$ cat config.mk
export PLATFORM = sky130hd
export DESIGN_NAME = grey_decode
export DESIGN_NICKNAME = d
export VERILOG_FILES = /design/src/rtl/grey_decode.sv
export SDC_FILE = /design/constraint.sdc
export NUM_CORES = 1
export LEC_CHECK = 0
export CAP_MARGIN = 20
export CORE_ASPECT_RATIO = 1.5
export CORE_MARGIN = 2
export CORE_UTILIZATION = 30
export CTS_CLUSTER_DIAMETER = 150
export DETAILED_ROUTE_END_ITERATION = 7
export RECOVER_POWER = 100
export SYNTH_ARGS = -nofsm -noshare
export SYNTH_HDL_FRONTEND = slang
export SYNTH_SLANG_ARGS = --single-unit
$ cat constraint.sdc
create_clock -name i_clk -period 7.45 [get_ports i_clk]
set_input_delay 1.8625 -clock i_clk [delete_from_list [all_inputs] [get_ports i_clk]]
set_output_delay 1.8625 -clock i_clk [all_outputs]
set_load 0.005 [all_outputs]
$ cat src/rtl/grey_decode.sv
// Receive-side decoder for the 5-bit one-change decade code: synchronises the
// ripple-clocked counter bus, waits for a stable plateau, decodes to packed BCD.
module grey_decode #(
   parameter int pDIGITS = 2,
   parameter int pSTABLE = 4,
   parameter int pERRW   = 8
) (
   input  logic                   i_clk,
   input  logic                   i_rst_n,
   input  logic [5*pDIGITS-1:0]   i_grey,
   input  logic                   i_clr,
   output logic [4*pDIGITS-1:0]   o_bcd,
   output logic                   o_valid,
   output logic                   o_step,
   output logic                   o_wrap,
   output logic                   o_err,
   output logic [pERRW-1:0]       o_err_cnt
);

   localparam int               CW         = $clog2(pSTABLE + 1);
   localparam logic [CW-1:0]    STABLE_MAX = CW'(pSTABLE);
   localparam logic [CW-1:0]    STABLE_M1  = CW'(pSTABLE - 1);
   localparam logic [CW-1:0]    CNT_ONE    = CW'(1);
   localparam logic [pERRW-1:0] ERR_MAX    = {pERRW{1'b1}};
   localparam logic [pERRW-1:0] ERR_ONE    = pERRW'(1);

   logic [5*pDIGITS-1:0] r_s1, r_s2, r_s3;
   logic [CW-1:0]        cnt;
   logic                 accept;

   logic [4*pDIGITS-1:0] cand_bcd;
   logic [4*pDIGITS-1:0] inc_bcd;
   logic                 cand_ok;
   logic                 carry;
   logic [4:0]           dec;
   logic                 take_evt;
   logic                 step_evt;
   logic                 err_evt;

   // Returns {legal, value} for one digit code.
   function automatic logic [4:0] decode_digit(input logic [4:0] code);
      case (code)
         5'b11000: return {1'b1, 4'd0};
         5'b11001: return {1'b1, 4'd1};
         5'b10001: return {1'b1, 4'd2};
         5'b10011: return {1'b1, 4'd3};
         5'b00011: return {1'b1, 4'd4};
         5'b00111: return {1'b1, 4'd5};
         5'b00110: return {1'b1, 4'd6};
         5'b01110: return {1'b1, 4'd7};
         5'b01100: return {1'b1, 4'd8};
         5'b11100: return {1'b1, 4'd9};
         default:  return 5'b0_0000;
      endcase
   endfunction

   // NOTE: sequential state uses non-blocking assignments so every flop samples pre-edge values.
   always_ff @(posedge i_clk or negedge i_rst_n) begin
      if (!i_rst_n) begin
         r_s1 <= '0;
         r_s2 <= '0;
         r_s3 <= '0;
      end else begin
         r_s1 <= i_grey;
         r_s2 <= r_s1;
         r_s3 <= r_s2;
      end
   end

   always_ff @(posedge i_clk or negedge i_rst_n) begin
      if (!i_rst_n) begin
         cnt <= '0;
      end else if (r_s2 != r_s3) begin
         cnt <= '0;
      end else if (cnt != STABLE_MAX) begin
         cnt <= cnt + CNT_ONE;
      end
   end

   // Fires once per plateau: the count passes pSTABLE-1 only on its way up.
   assign accept = (r_s2 == r_s3) && (cnt == STABLE_M1);

   // NOTE: every variable gets a default before the loop so no latch is inferred.
   always_comb begin
      cand_bcd = '0;
      inc_bcd  = '0;
      cand_ok  = 1'b1;
      carry    = 1'b1;
      dec      = '0;
      for (int i = 0; i < pDIGITS; i++) begin
         dec                  = decode_digit(r_s2[5*i +: 5]);
         cand_bcd[4*i +: 4]   = dec[3:0];
         cand_ok              = cand_ok & dec[4];
         if (!carry) begin
            inc_bcd[4*i +: 4] = o_bcd[4*i +: 4];
         end else if (o_bcd[4*i +: 4] == 4'd9) begin
            inc_bcd[4*i +: 4] = 4'd0;
         end else begin
            inc_bcd[4*i +: 4] = o_bcd[4*i +: 4] + 4'd1;
            carry             = 1'b0;
         end
      end
   end

   // A carry out of the top digit means o_bcd was all 9s.
   always_comb begin
      take_evt = 1'b0;
      step_evt = 1'b0;
      err_evt  = 1'b0;
      if (accept) begin
         if (!cand_ok) begin
            err_evt  = 1'b1;
         end else if (!o_valid) begin
            take_evt = 1'b1;
         end else if (cand_bcd != o_bcd) begin
            take_evt = 1'b1;
            step_evt = (cand_bcd == inc_bcd);
            err_evt  = (cand_bcd != inc_bcd);
         end
      end
   end

   always_ff @(posedge i_clk or negedge i_rst_n) begin
      if (!i_rst_n) begin
         o_bcd   <= '0;
         o_valid <= 1'b0;
         o_step  <= 1'b0;
         o_wrap  <= 1'b0;
         o_err   <= 1'b0;
      end else begin
         o_step <= step_evt;
         o_wrap <= step_evt & carry;
         o_err  <= err_evt;
         if (take_evt) begin
            o_bcd   <= cand_bcd;
            o_valid <= 1'b1;
         end
      end
   end

   always_ff @(posedge i_clk or negedge i_rst_n) begin
      if (!i_rst_n) begin
         o_err_cnt <= '0;
      end else if (i_clr) begin
         o_err_cnt <= '0;
      end else if (err_evt && (o_err_cnt != ERR_MAX)) begin
         o_err_cnt <= o_err_cnt + ERR_ONE;
      end
   end

endmodule
==> reports/results.ini <==
[routing]
wl_per_cell_um=13.7
drc=0
dr.pass1.iters=4
ant_nets=0
drtIter0Drc=162
vias=2022
post_drt_via_cell_ratio=5.06
drt_wl_total_um=5470

[worst_setup_path]
endpoint_kind=asynchronous set/reset pin
slowest_delay_ns=1.99
cpMaxStageDelayCell=clkbuf_1
crit_arrival_ns=3.97
reg2reg_to=o_err_cnt[0]$_DFFE_PN0P_
crit_chain=buf_2 -> clkbuf_1
required_ns=7.23
reg2reg_depth=8
cp_top_family=buffers and inverters
crit_fanout=53
r2r_slack_ns=3.69
crit_type=in2async
critPathBufInv=2
r2r-start=r_s2[1]$_DFF_PN0_
critPathLaunchType=primary input

[clocking]
cts.repair.resized=0
cts_buffers=5
cts-root-buf=clkbuf_16
path_clk_slew_ns=0.07
clockBufferDepth=2
cts_tree=yes
cts_num_sinks=53
post-cts-setup-buffer-count=0
h-tree-depth=2
clk_latency_ns=0.29
cts_hold_buf=0

[timing]
clock_skew_ns=0.00909
whs_ns=0.349
slew_headroom_pct=-89.2
worstMarginPinSlew_ns=2.84
hold_viol=0
grt_setup_unrepaired=no
max_clock_freq_mhz=239
finalCriticalPeriod_ns=4.19
tns_ns=0
setup_ws_ns=3.26
drv_slew=54
final.period_utilization_pct=56.2
finalSetupViolCount=0

[logic_synthesis]
synth-seq-cells=53
synth-edff-count=0
synthCells=267
syn_avg_cell_area_um2=10.8
yosys-top-cells-area=dfrtp_1 (46%), xnor2_1 (4.6%), mux2_2 (2.7%)
async_flop_share_pct=100
yosysWarnings=0
yosys.area.top_type=dfrtp_1
synth_flop_cell=dfrtp_1
yosysMostFrequentCell=dfrtp_1
yosys-top-cells-count=dfrtp_1 (53), xnor2_1 (15), nand2_1 (13)
syn_area_mm2=0.00287
synth_top_area_share_pct=46.1
ys_seq_area_share_pct=46.1
synth.distinct_cells=62
synth_nets=286

[place]
dpl_worst_slack_ns=4.11
placement.io_buffers=32
placed_cells=392
dpl.hpwl_um=3860
place_area_mm2=0.00322
gp_congestion=0.791

[hold_path]
hold_path.startpoint=r_s1[4]$_DFF_PN0_
holdCritPathClass=reg2reg
hold_end=r_s2[4]$_DFF_PN0_
whs_path_depth=0

[layout]
nets=306
area_growth_syn_to_layout_pct=16.5
final_area_mm2=0.00335
drive_gt1_share_pct=10.4
fin_cells=400
antennaDiodeCount=0
final_core_util_pct=36.0

[grt]
grt_antenna_before_repair=0
grt_overflow=0
grt_max_degree=54
grt_pass1_vias=1882
globalRouteTotalUtil_pct=11.2
grt_pass1_wl_um=9340

[floorplan]
pin_count=33
core_mm2=0.00931
die_x_um=83.9
start_util_pct=30.9
die_y_um=124
num_rows=43
die-area_mm2=0.0104

[power]
power_mw=0.578
vdd_drop_max_mv=0.161
leakage_nw=1.39
power_density_mw_per_mm2=172

[run_status]
outcome=finished with violations
violations=capacitance limit, slew limit

[flow_run]
maxCapViolations=1

-- sequential cells by signal (all words and copies together), names as in the netlist --
signal and count:
cnt 3, o_bcd 8, o_err 1, o_err_cnt 8
o_step 1, o_valid 1, o_wrap 1, r_s1 10
r_s2 10, r_s3 10
-- worst register-to-register path, cell delays in order (launching register included) --
cell and delay, ns:
dfrtp_1 0.56, nor4bb_1 0.92, nor2_1 0.19, xnor2_1 0.18, nor4_1 0.31, nand4_1 0.19
a31oi_1 0.78, nor3b_1 0.18, mux2_2 0.32
-- power by group --
group          switching [mW]  internal, mW
Combinational          0.0211        0.0191
Sequential             0.0103         0.296
Clock                   0.105         0.127
Total                   0.136         0.442
-- cell usage in the layout, fill, tap and decap left out, types with 5 or more instances in the layout --
cell type and count:
dfrtp_1 53, dlygate4sd3_1 30, xnor2_1 15, nand2_1 13
nor2_1 11, o21ai_0 10, nand4_1 10, inv_1 9
nor2b_1 9, mux2_2 8, a21oi_1 7, xor2_1 7
ha_1 6, o22ai_1 5, mux2i_1 5, clkbuf_16 5
-- cell families after synthesis --
family | after synthesis | synth area share (%)
compound gates | 50 | 13.4
xor+xnor | 22 | 6.70
fa+ha+maj | 6 | 2.61
buf+inv | 29 | 5.09
flops | 53 | 46.1
mux | 13 | 5.01
simple gates | 94 | 21.0
-- how the worst max path moves through the flow --
| stage | slack, ns | end | start | cells after the start |
|---|---|---|---|---|
| finish | 3.26 | o_bcd[5]$_DFFE_PN0P_ | i_rst_n | 2 |
| global route | 2.62 | o_step$_DFF_PN0_ | i_rst_n | 2 |
| CTS | 4.06 | o_bcd[0] | o_bcd[0]$_DFFE_PN0P_ | 1 |
| detailed placement | 4.11 | o_err_cnt[0]$_DFFE_PN0P_ | r_s2[1]$_DFF_PN0_ | 8 |
| global placement | 4.18 | o_err_cnt[0]$_DFFE_PN0P_ | r_s2[1]$_DFF_PN0_ | 8 |
| floorplan | 4.92 | o_err_cnt[5]$_DFFE_PN0P_ | i_clr | 3 |
-- layout make-up --
cell class,instances,area (um2)
timing repair buffer,33,319
fill,924,5960
clock buffer,5,125
inverter,9,33.8
multi-input combinational,185,1380
sequential,53,1330
tap,112,140
clock inverter,3,26.3
-- metal layers --
layer	global-route usage (%)	up-vias	routed length (um)
li1	-	1016	-
met1	13.2	974	2390
met2	20.3	28	2850
met3	2.25	4	141
met4	3.93	0	82
met5	0	-	0
No activity file was read; power rests on OpenSTA's default activity.
